File: config.mk
export PLATFORM = sky130hd
export DESIGN_NAME = cmp_share_arbiter_flat
export DESIGN_NICKNAME = d
export VERILOG_FILES = /design/src/rtl/cmp_share_if.sv /design/src/rtl/cmp_share_arbiter.sv /design/src/flat_wrapper.sv
export SDC_FILE = /design/constraint.sdc
export NUM_CORES = 1
export LEC_CHECK = 0
export BUFFER_PORTS_ARGS = -buffer_cell sky130_fd_sc_hd__buf_4
export CORE_MARGIN = 8
export CORE_UTILIZATION = 45
export CTS_CLUSTER_SIZE = 28
export DETAILED_ROUTE_END_ITERATION = 8
export PLACE_DENSITY = 0.81
export SLEW_MARGIN = 20
export SYNTH_ARGS = -nofsm -noshare
export SYNTH_HDL_FRONTEND = slang
export SYNTH_SLANG_ARGS = --single-unit
File: constraint.sdc
create_clock -name clk -period 4.72 [get_ports clk]
set_clock_uncertainty 0.05 [all_clocks]
set_input_delay 0.236 -clock clk [delete_from_list [all_inputs] [get_ports clk]]
set_output_delay 0.236 -clock clk [all_outputs]
set_load 0.005 [all_outputs]
File: src/rtl/cmp_share_if.sv
// cmp_share_if: request/response channels between requesters and the shared compare arbiter
interface cmp_share_if #(
  parameter int NREQ = 4,
  parameter int W = 32
);
  localparam int IDW = $clog2(NREQ);
  logic [NREQ-1:0] req_valid;
  logic [NREQ-1:0] req_ready;
  logic [NREQ-1:0] req_signed;
  logic [NREQ*W-1:0] req_a;
  logic [NREQ*W-1:0] req_b;
  logic rsp_valid;
  logic rsp_ready;
  logic [IDW-1:0] rsp_id;
  logic rsp_less;
  logic rsp_equal;
  modport master (
    output req_valid, req_signed, req_a, req_b, rsp_ready,
    input req_ready, rsp_valid, rsp_id, rsp_less, rsp_equal
  );
  modport slave (
    input req_valid, req_signed, req_a, req_b, rsp_ready,
    output req_ready, rsp_valid, rsp_id, rsp_less, rsp_equal
  );
endinterface

File: src/rtl/cmp_share_arbiter.sv
// cmp_share_arbiter: round-robin sharing of one subtract-based less/equal compare; `CMP_SIGNED_EN adds per-request signed compares
module cmp_share_arbiter #(
  parameter int NREQ = 4,
  parameter int W = 32
) (
  input logic clk,
  input logic rst_n,
  cmp_share_if.slave bus
);
  localparam int IDW = $clog2(NREQ);
  typedef enum logic {EMPTY, FULL} state_t;
  state_t state, state_nx;
  logic [IDW-1:0] ptr, g, id_q;
  logic found, can_accept, acc, less, equal, less_q, equal_q;
  logic [W-1:0] a, b;
  logic [W:0] diff;
  always_comb begin
    found = 1'b0;
    g = ptr;
    for (int k = 1; k <= NREQ; k++) begin
      if (!found && bus.req_valid[(int'(ptr) + k) % NREQ]) begin
        found = 1'b1;
        g = IDW'((int'(ptr) + k) % NREQ);
      end
    end
  end
  assign can_accept = (state == EMPTY) || bus.rsp_ready;
  assign acc = rst_n && can_accept && found;
  assign bus.req_ready = acc ? {{(NREQ-1){1'b0}}, 1'b1} << g : '0;
  assign a = bus.req_a[int'(g)*W +: W];
  assign b = bus.req_b[int'(g)*W +: W];
  assign diff = {1'b0, a} + {1'b0, ~b} + (W+1)'(1);
  assign equal = diff[W-1:0] == '0;
`ifdef CMP_SIGNED_EN
  logic ovf;
  assign ovf = (a[W-1] ^ b[W-1]) & (a[W-1] ^ diff[W-1]);
  assign less = bus.req_signed[g] ? diff[W-1] ^ ovf : ~diff[W];
`else
  logic unused_signed;
  assign unused_signed = ^bus.req_signed;
  assign less = ~diff[W];
`endif
  always_comb begin
    state_nx = acc ? FULL : (state == FULL && bus.rsp_ready) ? EMPTY : state;
  end
  always_ff @(posedge clk or negedge rst_n) begin
    if (!rst_n) begin
      state <= EMPTY;
      ptr <= IDW'(NREQ-1);
      id_q <= '0;
      less_q <= 1'b0;
      equal_q <= 1'b0;
    end else begin
      state <= state_nx;
      if (acc) begin
        ptr <= g;
        id_q <= g;
        less_q <= less;
        equal_q <= equal;
      end
    end
  end
  assign bus.rsp_valid = state == FULL;
  assign bus.rsp_id = id_q;
  assign bus.rsp_less = less_q;
  assign bus.rsp_equal = equal_q;
endmodule

File: src/flat_wrapper.sv
// flat-port wrapper written by rule: the top's interface ports become plain ports
module cmp_share_arbiter_flat 
#(
  parameter int NREQ = 4,
  parameter int W = 32
)
  (clk, rst_n, bus_req_valid, bus_req_signed, bus_req_a, bus_req_b, bus_rsp_ready, bus_req_ready, bus_rsp_valid, bus_rsp_id, bus_rsp_less, bus_rsp_equal);
  cmp_share_if #(.NREQ(NREQ), .W(W)) bus_i ();
  input logic clk;
  input logic rst_n;
  input wire logic [$bits(bus_i.req_valid)-1:0] bus_req_valid;
  input wire logic [$bits(bus_i.req_signed)-1:0] bus_req_signed;
  input wire logic [$bits(bus_i.req_a)-1:0] bus_req_a;
  input wire logic [$bits(bus_i.req_b)-1:0] bus_req_b;
  input wire logic [$bits(bus_i.rsp_ready)-1:0] bus_rsp_ready;
  output wire logic [$bits(bus_i.req_ready)-1:0] bus_req_ready;
  output wire logic [$bits(bus_i.rsp_valid)-1:0] bus_rsp_valid;
  output wire logic [$bits(bus_i.rsp_id)-1:0] bus_rsp_id;
  output wire logic [$bits(bus_i.rsp_less)-1:0] bus_rsp_less;
  output wire logic [$bits(bus_i.rsp_equal)-1:0] bus_rsp_equal;
  assign bus_i.req_valid = bus_req_valid;
  assign bus_i.req_signed = bus_req_signed;
  assign bus_i.req_a = bus_req_a;
  assign bus_i.req_b = bus_req_b;
  assign bus_i.rsp_ready = bus_rsp_ready;
  assign bus_req_ready = bus_i.req_ready;
  assign bus_rsp_valid = bus_i.rsp_valid;
  assign bus_rsp_id = bus_i.rsp_id;
  assign bus_rsp_less = bus_i.rsp_less;
  assign bus_rsp_equal = bus_i.rsp_equal;
  cmp_share_arbiter #(.NREQ(NREQ), .W(W)) u_core (.clk(clk), .rst_n(rst_n), .bus(bus_i));
endmodule
# After elaboration in Yosys (flattened, before gate mapping)

Cells that the tools add are included.

Bits of input ports: 267
Output and inout port bits: 9
Logic and storage cells: 64
Flip-flop bits (word level): 7

Shifts and indexed selects: 3
Reductions and logical operators: 16
Multiplexer cells: 23
$lt $le $gt $ge: 4
$add $sub $neg: 6
Bitwise gates (word level): 7

Operators with widths:

| kind                                                | count |
|---|---|
| indexed part select 128 x 8 -> 32 bit               | 2 |
| adder 32 x 32 -> 33 bit                             | 1 |
| adder 33 x 1 -> 33 bit (second input constant)      | 1 |
| zero test 32 bit                                    | 1 |
| NOT 32 bit                                          | 1 |
| < comparator 3 x 4 -> 1 bit (second input constant) | 4 |
| two-way mux 1 bit                                   | 14 |
| binary-select mux 1 bit (select 2 bit)              | 4 |
| two-way mux 2 bit                                   | 4 |
| OR reduction 2 bit                                  | 4 |
| logical AND 1 bit                                   | 6 |
| adder 2 x 1 -> 2 bit (second input constant)        | 2 |
| adder 2 bit (second input constant)                 | 2 |
| bitwise AND 1 bit (first input constant)            | 4 |
| two-way mux 4 bit                                   | 1 |
| left shift 1 x 2 -> 4 bit (first input constant)    | 1 |
| zero test 1 bit                                     | 3 |
| NOT 1 bit                                           | 2 |
| nonzero test 2 bit                                  | 1 |
| logical OR 1 bit                                    | 1 |

# Logic depth before layout (Yosys ltp)

Gate-level depths: netlist of run 1.

Depth in word-level cells: 21
Depth in mapped cells: 21
Gate-level depth less buffers: 17

# Least setup slack after synthesis of run 1

Ideal clock, no wire load.

Path kind: register to register
From: register u_core.ptr[0]
To: register u_core.equal_q, in the netlist u_core.bus.rsp_equal
Cell stages (with the launch flop): 19
Path slack: 0.387 ns
Buffers on the path: 3
Period minus slack after synthesis: 4.333 ns
Required time: 4.593 ns
Arrival: 4.207 ns
Library setup time: 0.077 ns
Cells stage by stage: dfstp_2 nand2b_1 o21ai_0 a221oi_1 clkbuf_1 clkbuf_1 nand3_1 o21ai_0 ha_1 buf_6 a211oi_2 o21ai_1 a221o_1 a31oi_1 a21oi_1 or3_4 a211oi_2 o2111ai_1 o21ai_1

Word-level cells in the longest chain between the ends: 19
Elaborated cells between the ends (all ways): 37
Those cells by class: add/sub: 6; shift: 2; mux: 20; bitwise: 1; reduce/logical: 8

Ends and longest elaborated chain:

| what                                                 | line                                             | RTL |
|---|---|---|
| start: declaration                                   | cmp_share_arbiter.sv:13                          | `logic [IDW-1:0] ptr, g, id_q;` |
| start signal: assignment                             | cmp_share_arbiter.sv:49                          | `ptr <= IDW'(NREQ-1);` |
| start signal: assignment                             | cmp_share_arbiter.sv:56                          | `ptr <= g;` |
| adder 2 x 1 -> 2 bit                                 | cmp_share_arbiter.sv:21, cmp_share_arbiter.sv:23 |  |
| binary-select mux 1 bit (select 2 bit)               | cmp_share_arbiter.sv:21                          | `if (!found && bus.req_valid[(int'(ptr) + k) % NREQ]) begin` |
| two-way mux 1 bit (not written as such) (2 in a row) | cmp_share_arbiter.sv:21                          |  |
| two-way mux 1 bit                                    | cmp_share_arbiter.sv:21                          |  |
| zero test 1 bit                                      | cmp_share_arbiter.sv:21                          |  |
| logical AND 1 bit                                    | cmp_share_arbiter.sv:21                          |  |
| two-way mux 1 bit                                    | cmp_share_arbiter.sv:21                          |  |
| zero test 1 bit                                      | cmp_share_arbiter.sv:21                          |  |
| (+2 left out)                                        | n/a                                              |  |
| zero test 1 bit                                      | cmp_share_arbiter.sv:21                          |  |
| logical AND 1 bit                                    | cmp_share_arbiter.sv:21                          |  |
| two-way mux 2 bit                                    | cmp_share_arbiter.sv:21                          |  |
| indexed part select 128 x 8 -> 32 bit                | cmp_share_arbiter.sv:31                          | `assign b = bus.req_b[int'(g)*W +: W];` |
| NOT 32 bit                                           | cmp_share_arbiter.sv:32                          | `assign diff = {1'b0, a} + {1'b0, ~b} + (W+1)'(1);` |
| adder 32 x 32 -> 33 bit                              | cmp_share_arbiter.sv:32                          |  |
| adder 33 x 1 -> 33 bit                               | cmp_share_arbiter.sv:32                          |  |
| zero test 32 bit                                     | cmp_share_arbiter.sv:33                          | `assign equal = diff[W-1:0] == '0;` |
| end signal: assignment                               | cmp_share_arbiter.sv:59                          | `equal_q <= equal;` |
| end: declaration                                     | cmp_share_arbiter.sv:14                          | `logic found, can_accept, acc, less, equal, less_q, equal_q;` |

Parallel ways exist; a longest one is shown, timed or not. The select of a mux whose other input is x is not followed.
A chain may end at the register's enable or synchronous reset.

# Final worst setup path of run 1

Ends and elaborated chain as after synthesis.

==> results of run 1 <==
[stage by stage]
stage / cells / utilization, % / total power (uW) / TNS [ns] / cell area, um2
after global placement: 1150 / 69.46 / 4508 / 0 / 6789
final: 1160 / 71.21 / 4880 / 0 / 6960
after floorplan: 779 / - / 3368 / 0 / 4529
after global routing: 1160 / 71.21 / 5344 / -0.05619 / 6960
after detailed placement: 1150 / 69.46 / 4523 / 0 / 6789
after CTS: 1155 / 70.02 / 4636 / 0 / 6844
[worst max-delay path: cells and delay by family, from the launching register on]
family,cells,cell delay [ns]
simple gates,7,1.71
compound gates,7,1.46
flops,1,0.57
fa+ha+maj,1,0.40
buf+inv,1,0.20
[timing repair]
item,in CTS,in global routing
setup endpoints to repair,0,2
hold endpoints to repair,7,0
gates resized for setup,0,14
setup buffers,0,3
hold buffers,1,0
[per-layer routing]
metal	vias to the layer above	GRT usage [%]	wire length, um
li1	3304	-	-
met1	2964	38.54	8866
met2	292	48.38	10190
met3	21	7.239	2035
met4	0	5.013	292
met5	-	0	0
[layout by cell type, fill, tap and decap left out, types with 5 or more instances in the layout]
cell type    n
nand3_1     43
a21oi_1     27
xor2_1       7
a31oi_1     39
and2_1      30
o21ai_1      6
nor2_1      24
nand4_1     12
inv_1        9
a21o_1      12
buf_4      292
nor3_1       7
a211oi_1    37
dfrtp_1      5
ha_1        26
and2_0       8
ha_2         6
buf_12       7
o2111ai_1    6
o21ai_0     50
or3_1        5
and3_1       5
nand2_1    256
nand2b_1    14
[sequential cells by signal, indices dropped and copies added, names as in the netlist]
| signal | flops |
|---|---|
| u_core.bus.rsp_id | 2 |
| u_core.ptr | 2 |
| u_core.bus.rsp_equal | 1 |
| u_core.bus.rsp_less | 1 |
| u_core.bus.rsp_valid | 1 |
[final cells by class]
type | count | area share [%]
inverters | 9 | 0.4853
flip-flops and latches | 7 | 2.553
repair buffers | 302 | 34.37
multi-input cells | 705 | 59.55
clock buffers | 4 | 0.6471
well taps | 133 | 2.391
[power breakdown]
| group | switching [uW] | total, uW | internal, uW |
|---|---|---|---|
| sequential | 18.1 | 98.8 | 80.7 |
| clock | 27.0 | 85.5 | 58.5 |
| combinational | 2770 | 4700 | 1930 |
[cell families after synthesis]
| group | count (synthesis) |
|---|---|
| xor+xnor | 11 |
| simple gates | 428 |
| mux | 3 |
| fa+ha+maj | 32 |
| flops | 7 |
| buf+inv | 67 |
| compound gates | 231 |
[worst paths after layout]
kind | endpoint | slack [ns] | cells past startpoint
setup / recovery | u_core.bus.rsp_equal | 0.24 | 16
hold / removal | u_core.bus.rsp_valid | 0.24 | 3
setup reg to reg | u_core.bus.rsp_equal | 0.24 | 16
hold reg to reg | u_core.bus.rsp_id[1] | 0.44 | 2
max in group asynchronous | u_core.ptr[1] | 4.09 | 2
min in group asynchronous | u_core.bus.rsp_equal | 0.32 | 2
==> run_results.csv, run 1 <==
group,metric,value,unit
synth,synth_compound_area_share,35.25,%
clocking,clock-root-buffer,"clkbuf_8",
worst_hold_path,worstHoldStart,"bus_req_valid[1]",
sta,hold_ws,0.2412,ns
drt,drtIter0Drc,529,
critical_path,cp.arrival,4.58,ns
sta,worst_slew_pin_slew,0.7448,ns
worst_hold_path,hp-class,"in -> reg",
clocking,numCtsBuffers,3,
synth,yosysTopAreaCell,"nand2_1",
synth,synth_commonest_cells,"256 x nand2_1, 52 x o21ai_0, 43 x clkbuf_1, 43 x nand3_1, 39 x a31oi_1",
clocking,clock_path_buffers,2,
sta,fin_crit_sh,94.83,%
global_routing,first_global_vias,6118,
clocking,clock-sinks,7,
critical_path,crit_required,4.83,ns
synth,synth-xor-area-share,2.127,%
die,die_area,13530,um2
synth,synth_cell_types,75,
finish,layout.nets,1327,
synth,synthAdderAreaFrac,8.840,%
placement,dp_hpwl,17880,um
synth,yosysMostFrequentCell,"nand2_1",
finish,ff_latch_area,177.7,um2
critical_path,cp_max_fo,18,
synth,synth_top_family_by_area,"simple AND/OR/NAND/NOR gates",
synth,ys.flop_type,"dfrtp_1",
placement,gp_congestion,0.9838,
placement,post-place-ws,0.2758,ns
die,fp-row-count,36,
synth,yosys.area.top_type_share,21.22,%
critical_path,cp-startpoint,"u_core.ptr[0]",
synth,async_flop_share,100.0,%
die,top_level_ports,276,
sta,max_freq,223.4,MHz
synth,synthSimpleGateAreaFrac,42.79,%
clocking,clkTransAtPathRegs,0.04,ns
global_routing,grtUsageTotal,29.50,%
critical_path,crit_type,"reg -> reg",
die,die_x,116.3,um
synth,ys_seq_elements,7,
power_and_ir_drop,p_leak,0.003342,uW
finish,layout-drive-gt1-share,33.20,%
power_and_ir_drop,peakVddDrop,0.3976,mV
drt,drc_errors,0,
run_status,outcome,"finished, final reports clean",
critical_path,path_cells,"nand2b_1, o21ai_0, o21a_4, buf_4, and2_1, a211oi_1, a31oi_1, ha_1, nand2b_1, o221ai_1, or4_1, nor4_1, nand4_1, nor4_2, o2111ai_1, o21ai_1",
finish,fillCellCount,903,
critical_path,timing.rr.start,"u_core.ptr[0]",
synth,synth_area_leaders,"nand2_1 21%, ha_1 8.8%, a211oi_1 6.1%",
critical_path,crit_top_cell,"nand2b_1",
synth,yosys_warnings,0,
synth,synth.avg_cell_area,5.814,um2
die,start_util,46.34,%
die,fp.dieH,116.3,um
finish,multi_input_area,4145,um2
critical_path,slowest_stage,"dfstp_2",
synth,synth_area,4529,um2
finish,area_growth,53.67,%
drt,vias_per_cell,5.673,
finish,diodes,0,
sta,relSlewSlack,50.24,%
sta,hold_viol,0,
critical_path,cp-end-kind,"flip-flop",
die,coreArea,9774,um2
synth,synth-edff-count,0,
drt,vias,6581,
placement,port_buffers,271,
flow_run,drv_cap,0,
drt,drt-wirelength-per-cell,18.43,um
drt,detail-route-antenna-nets,0,
synth,syn_nets,1078,
synth,syn_inst,779,
sta,setup_viol,0,
synth,synthMuxAreaShare,0.7459,%
sta,finalCriticalPeriod,4.476,ns
clocking,tritoncts,"yes",
synth,ys_seq_area_share,3.923,%
drt,dr.pass1.iters,5,
critical_path,start_kind,"flip-flop",
global_routing,grt_max_degree,67,
sta,timing.final.ws_setup,0.2443,ns
clocking,clk_latency,0.23,ns
sta,drv_slew,0,
global_routing,grt_first_pass_wirelength,31730,um
power_and_ir_drop,pwr_density_cell,701.1,nW/um2
global_routing,overflow,0,
clocking,htree_levels,1,
critical_path,slowest_delay,0.57,ns
global_routing,antenna_found_initial,0,
drt,wl,21380,um
No activity file was read; power rests on OpenSTA's default activity.
==> run 2: changes to the inputs <==
- PLACE_DENSITY: 0.81 -> 0.83
==> run 2 against run 1 <==
- total power shrank 0.97%
- combinational power is 1% lower
- final cell count increased by 0.34%
- utilization shrank 0.45 points
- routed wire length rose by 0.14%
- maximum frequency is 0.64% lower
- via count rose by 0.76%
- clock power rose by 0.6%
- critical path type unchanged
==> run_results.csv, run 2 (synthesis gave the netlist of run 1 again) <==
group,metric,value,unit
global_routing,met1_usage,36.63,%
power_and_ir_drop,seqPwrFrac,2.1,%
power_and_ir_drop,intPower,2047,uW
sta,finalCriticalPeriod,4.505,ns
placement,post-place-ws,0.2835,ns
drt,wl,21410,um
global_routing,antenna_found_initial,1,
power_and_ir_drop,combinationalPowerShare,96.1,%
sta,drv_slew,0,
clocking,clk_latency,0.23,ns
global_routing,first_global_vias,6287,
sta,max_freq,222.0,MHz
drt,drtIter0Drc,606,
finish,fillCellCount,917,
global_routing,grt_first_pass_wirelength,32200,um
global_routing,grt_max_degree,60,
finish,area_growth,52.71,%
die,fp.dieH,116.3,um
power_and_ir_drop,peakVddDrop,0.3185,mV
drt,detail-route-antenna-nets,0,
global_routing,grtUsageTotal,29.91,%
critical_path,crit_type,"reg -> reg",
run_status,outcome,"finished, final reports clean",
critical_path,cp-end-kind,"flip-flop",
critical_path,cp.arrival,4.61,ns
clocking,clock_path_buffers,2,
drt,drt-wirelength-per-cell,18.40,um
power_and_ir_drop,p_switching,2786,uW
global_routing,use_met3,8.532,%
sta,tns,0,ns
drt,drc_errors,0,
sta,worst_slew_pin_slew,0.9061,ns
clocking,htree_levels,1,
clocking,clock-root-buffer,"clkbuf_8",
die,coreArea,9774,um2
drt,vias,6631,
drt,vias_per_cell,5.697,
placement,port_buffers,271,
power_and_ir_drop,p_leak,0.003352,uW
drt,dr.pass1.iters,5,
power_and_ir_drop,clockPowerShare,1.8,%
placement,dp_hpwl,17730,um
clocking,clock-sinks,7,
finish,final_common_cell,"buf_4",
critical_path,start_kind,"flip-flop",
sta,hold_viol,0,
worst_hold_path,hp-class,"in -> reg",
global_routing,grtUsageMet2,50.89,%
finish,diodes,0,
clocking,tritoncts,"yes",
die,top_level_ports,276,
finish,layout.nets,1331,
global_routing,overflow,0,
sta,fin_crit_sh,95.44,%
flow_run,drv_cap,0,
power_and_ir_drop,pwr_density_cell,698.8,nW/um2
critical_path,cp_max_fo,12,
sta,setup_viol,0,
clocking,clkTransAtPathRegs,0.04,ns
die,die_area,13530,um2
clocking,numCtsBuffers,3,
critical_path,crit_required,4.83,ns
die,fp-row-count,36,
placement,gp_congestion,0.9989,
die,start_util,46.34,%
finish,layout-drive-gt1-share,32.49,%
finish,final_cell_mix,"296 x buf_4, 256 x nand2_1, 50 x o21ai_0",
sta,timing.final.ws_setup,0.2152,ns
global_routing,grt-busiest-layer,"met2",
sta,relSlewSlack,39.47,%
power_and_ir_drop,p_total,4833,uW
die,die_x,116.3,um
power_and_ir_drop,p_sw_share,57.64,%
[run 2: cell types whose count changed in the layout (fill, tap and decap cells not counted), moves of 2 or more]
cell | previous run | this run
buf_4 | 292 | 296
clkbuf_16 | 2 | 0
ha_1 | 26 | 32
ha_2 | 6 | 0
nor4_1 | 3 | 5
nor4_2 | 2 | 0
[run 2: per-layer routing]
layer / wire length (um) / up-vias
met5: 13 / -
met4: 537 / 2
met3: 2081 / 44
met2: 10220 / 294
met1: 8566 / 2985
li1: - / 3306
[run 2: metrics by stage]
stage | area [um2] | hold WS, ns | instances | util (%)
6_report | 6917 | 0.2309 | 1164 | 70.76
5_1_grt | 6917 | 0.2459 | 1164 | 70.76
4_1_cts | 6847 | 0.2338 | 1157 | 70.05
3_5_place_dp | 6792 | 0.01013 | 1152 | 69.48
3_3_place_gp | 6792 | 0.005190 | 1152 | 69.48
2_1_floorplan | 4529 | -0.1096 | 779 | -
[run 2: worst paths after layout]
kind | startpoint | end | slack [ns] | cells past startpoint
max in group asynchronous | rst_n | u_core.ptr[1] | 4.09 | 2
setup / recovery | u_core.ptr[0] | u_core.bus.rsp_equal | 0.22 | 17
hold reg to reg | u_core.bus.rsp_equal | u_core.bus.rsp_equal | 0.44 | 2
min in group asynchronous | rst_n | u_core.bus.rsp_less | 0.31 | 2
setup reg to reg | u_core.ptr[0] | u_core.bus.rsp_equal | 0.22 | 17
hold / removal | bus_req_valid[1] | u_core.bus.rsp_valid | 0.23 | 3
[run 2: critical path, stage by stage, from the launching register on]
cell and delay [ns]:
dfstp_2 0.56, nand2b_1 0.12, o21ai_0 0.07, nand2_1 0.23, o21a_4 0.28, buf_12 0.16
and2_1 0.16, a211oi_1 0.06, a31oi_1 0.32, ha_1 0.40, a21oi_1 0.35, a21oi_1 0.11
or4_1 0.56, nor4_1 0.29, nand4_1 0.17, nor4_1 0.25, o2111ai_1 0.15, o21ai_1 0.13
[run 2: repair_timing]
| action | in CTS | in global routing |
|---|---|---|
| setup endpoints to repair | 0 | 2 |
| setup buffers | 0 | 6 |
| hold endpoints to repair | 7 | 0 |
| resized for setup | 0 | 3 |
| hold buffers | 1 | 0 |
[run 2: power by group through the flow]
stage	combinational [uW]	clock, uW	sequential, uW
floorplan	3280	0	88.5
global placement	4410	0	98.1
detailed placement	4440	0	98.2
CTS	4470	87.1	97.8
global route	5070	92.0	104
finish	4650	86.0	101
[run 2: final cells by class]
class                      count  area, um2  area share [%]
inverter                       9      33.78          0.4884
timing repair buffer         305       2384           34.46
tap                          133      166.4           2.406
multi-input combinational    706       4110           59.42
sequential                     7      177.7           2.569
clock buffer                   4      45.04          0.6512
==> run 3: changes to the inputs <==
- CTS_BUF_LIST: unset -> sky130_fd_sc_hd__clkbuf_16
==> run 3 against run 2 <==
- register-to-register slack got worse by 0.04 ns
- utilization rose by 0.29 points
- setup slack worse by 0.037 ns
- clock power is 64% higher
- routed wire length grew 0.11%
- non-clock buffer count is 1 lower
- count of clock-buffer cells in the layout decreased by 1
- sequential power about the same
- global-route usage is essentially flat
- final cell count is essentially flat
- largest power group unchanged
==> run_results.csv, run 3 (synthesis gave the netlist of run 1 again) <==
group,metric,value,unit
run_status,outcome,"finished, final reports clean",
sta,relSlewSlack,44.35,%
sta,hold_viol,0,
critical_path,start_kind,"flip-flop",
critical_path,cp_max_fo,12,
finish,area_growth,53.34,%
clocking,clock-root-buffer,"clkbuf_16",
critical_path,reg2reg_depth,18,
finish,fillCellCount,906,
drt,dr.pass1.iters,5,
sta,timing.final.ws_setup,0.1783,ns
critical_path,timing.rr.start,"u_core.ptr[0]",
sta,grt_setup_unrepaired,"no",
clocking,tritoncts,"yes",
finish,diodes,0,
worst_hold_path,worstHoldStart,"bus_req_valid[1]",
drt,drtIter0Drc,614,
global_routing,antenna_found_initial,1,
global_routing,grtUsageTotal,29.94,%
critical_path,reg2reg_to,"u_core.bus.rsp_equal",
global_routing,overflow,0,
worst_hold_path,worstHoldPathCells,3,
global_routing,grt_first_pass_wirelength,32260,um
critical_path,cp.arrival,4.65,ns
clocking,htree_levels,1,
die,coreArea,9774,um2
placement,dp_hpwl,17730,um
drt,drc_errors,0,
sta,setup_viol,0,
power_and_ir_drop,peakVddDrop,0.3324,mV
flow_run,drv_cap,0,
sta,finalCriticalPeriod,4.542,ns
drt,drt-wirelength-per-cell,18.43,um
die,top_level_ports,276,
finish,fin_util,71.06,%
finish,multi_input_area,4113,um2
worst_hold_path,hp-class,"in -> reg",
critical_path,r2r_setup_slack,0.18,ns
clocking,numCtsBuffers,3,
drt,vias_per_cell,5.716,
sta,drv_slew,0,
drt,wl,21440,um
finish,final_cell_mix,"295 x buf_4, 256 x nand2_1, 50 x o21ai_0",
critical_path,crit_required,4.83,ns
finish,layout.nets,1330,
die,start_util,46.34,%
clocking,clk_latency,0.23,ns
sta,tns,0,ns
critical_path,cp-startpoint,"u_core.ptr[0]",
drt,vias,6648,
die,die_area,13530,um2
die,fp-row-count,36,
placement,gp_congestion,0.9989,
finish,final_common_cell,"buf_4",
power_and_ir_drop,p_total,4892,uW
sta,fin_crit_sh,96.22,%
clocking,clock-sinks,7,
placement,post-place-ws,0.2835,ns
sta,worst_slew_pin_slew,0.8330,ns
die,fp.dieH,116.3,um
global_routing,first_global_vias,6289,
die,die_x,116.3,um
clocking,clkTransAtPathRegs,0.04,ns
power_and_ir_drop,p_leak,0.003365,uW
sta,max_freq,220.2,MHz
clocking,clock_path_buffers,2,
power_and_ir_drop,pwr_density_cell,704.4,nW/um2
worst_hold_path,holdPathEnd,"u_core.bus.rsp_valid",
finish,layout-drive-gt1-share,32.52,%
critical_path,cp-end-kind,"flip-flop",
placement,port_buffers,271,
global_routing,grt_max_degree,60,
drt,detail-route-antenna-nets,0,
critical_path,crit_type,"reg -> reg",
finish,ff_latch_area,177.7,um2
## run 3: layout make-up
type | instances | share of cell area, %
clock buffer | 3 | 1.081
timing repair buffer | 304 | 34.21
multi-input combinational | 706 | 59.21
sequential | 7 | 2.558
tap | 133 | 2.396
inverter | 9 | 0.4864
clock inverter | 1 | 0.05404
## run 3: worst max-delay path: stages, from the launching register on
cell and delay, ns:
dfstp_2 0.56, nand2b_1 0.13, o21ai_1 0.20, o21a_4 0.33
buf_12 0.16, and2_1 0.17, a211oi_1 0.21, a31oi_1 0.12
ha_1 0.48, a21oi_1 0.20, a21boi_0 0.36, o31ai_4 0.17
buf_4 0.17, o21ai_0 0.20, o2111ai_1 0.15, nor4_1 0.30
and4_1 0.26, o2111ai_1 0.11, o21ai_1 0.13
## run 3: report_power, final
part / leakage, uW / internal (uW) / switching (uW)
combinational: 0.00324 / 1910 / 2740
clock: 0.0000423 / 110 / 31.0
sequential: 0.0000802 / 80.7 / 20.4
total: 0.00336 / 2100 / 2790
## run 3: how the worst max path moves through the flow
stage                                end  slack [ns]  depth (start not counted)
global placement    u_core.bus.rsp_equal        0.30                         18
detailed placement   u_core.bus.rsp_less        0.28                         15
global route        u_core.bus.rsp_equal        0.01                         17
CTS                 u_core.bus.rsp_equal        0.28                         17
floorplan           u_core.bus.rsp_equal        0.39                         18
finish              u_core.bus.rsp_equal        0.18                         18
## run 3: routing by layer
| layer | wire length, um | part of all wire [%] | vias to the layer above | track usage [%] |
|---|---|---|---|---|
| met5 | 13 | 0.061 | - | 0 |
| met4 | 417 | 1.9 | 2 | 4.927 |
| met3 | 2252 | 11 | 30 | 8.532 |
| met2 | 10320 | 48 | 298 | 51.27 |
| met1 | 8428 | 39 | 3005 | 36.77 |
| li1 | - | - | 3313 | - |
## run 3: what timing repair did
item                                   in CTS  in global routing
hold buffers                                1                  0
buffers inserted                            0                  5
endpoints found under the hold margin       7                  0
setup endpoints to repair                   0                  2
resized for setup                           0                  4
## run 3: stage by stage
step                      cells  hold slack (ns)  cell area, um2
final                      1163           0.2241            6945
after global routing       1163           0.2390            6945
after CTS                  1157           0.2248            6880
after detailed placement   1152          0.01013            6792
after global placement     1152         0.005190            6792
after floorplan             779          -0.1096            4529
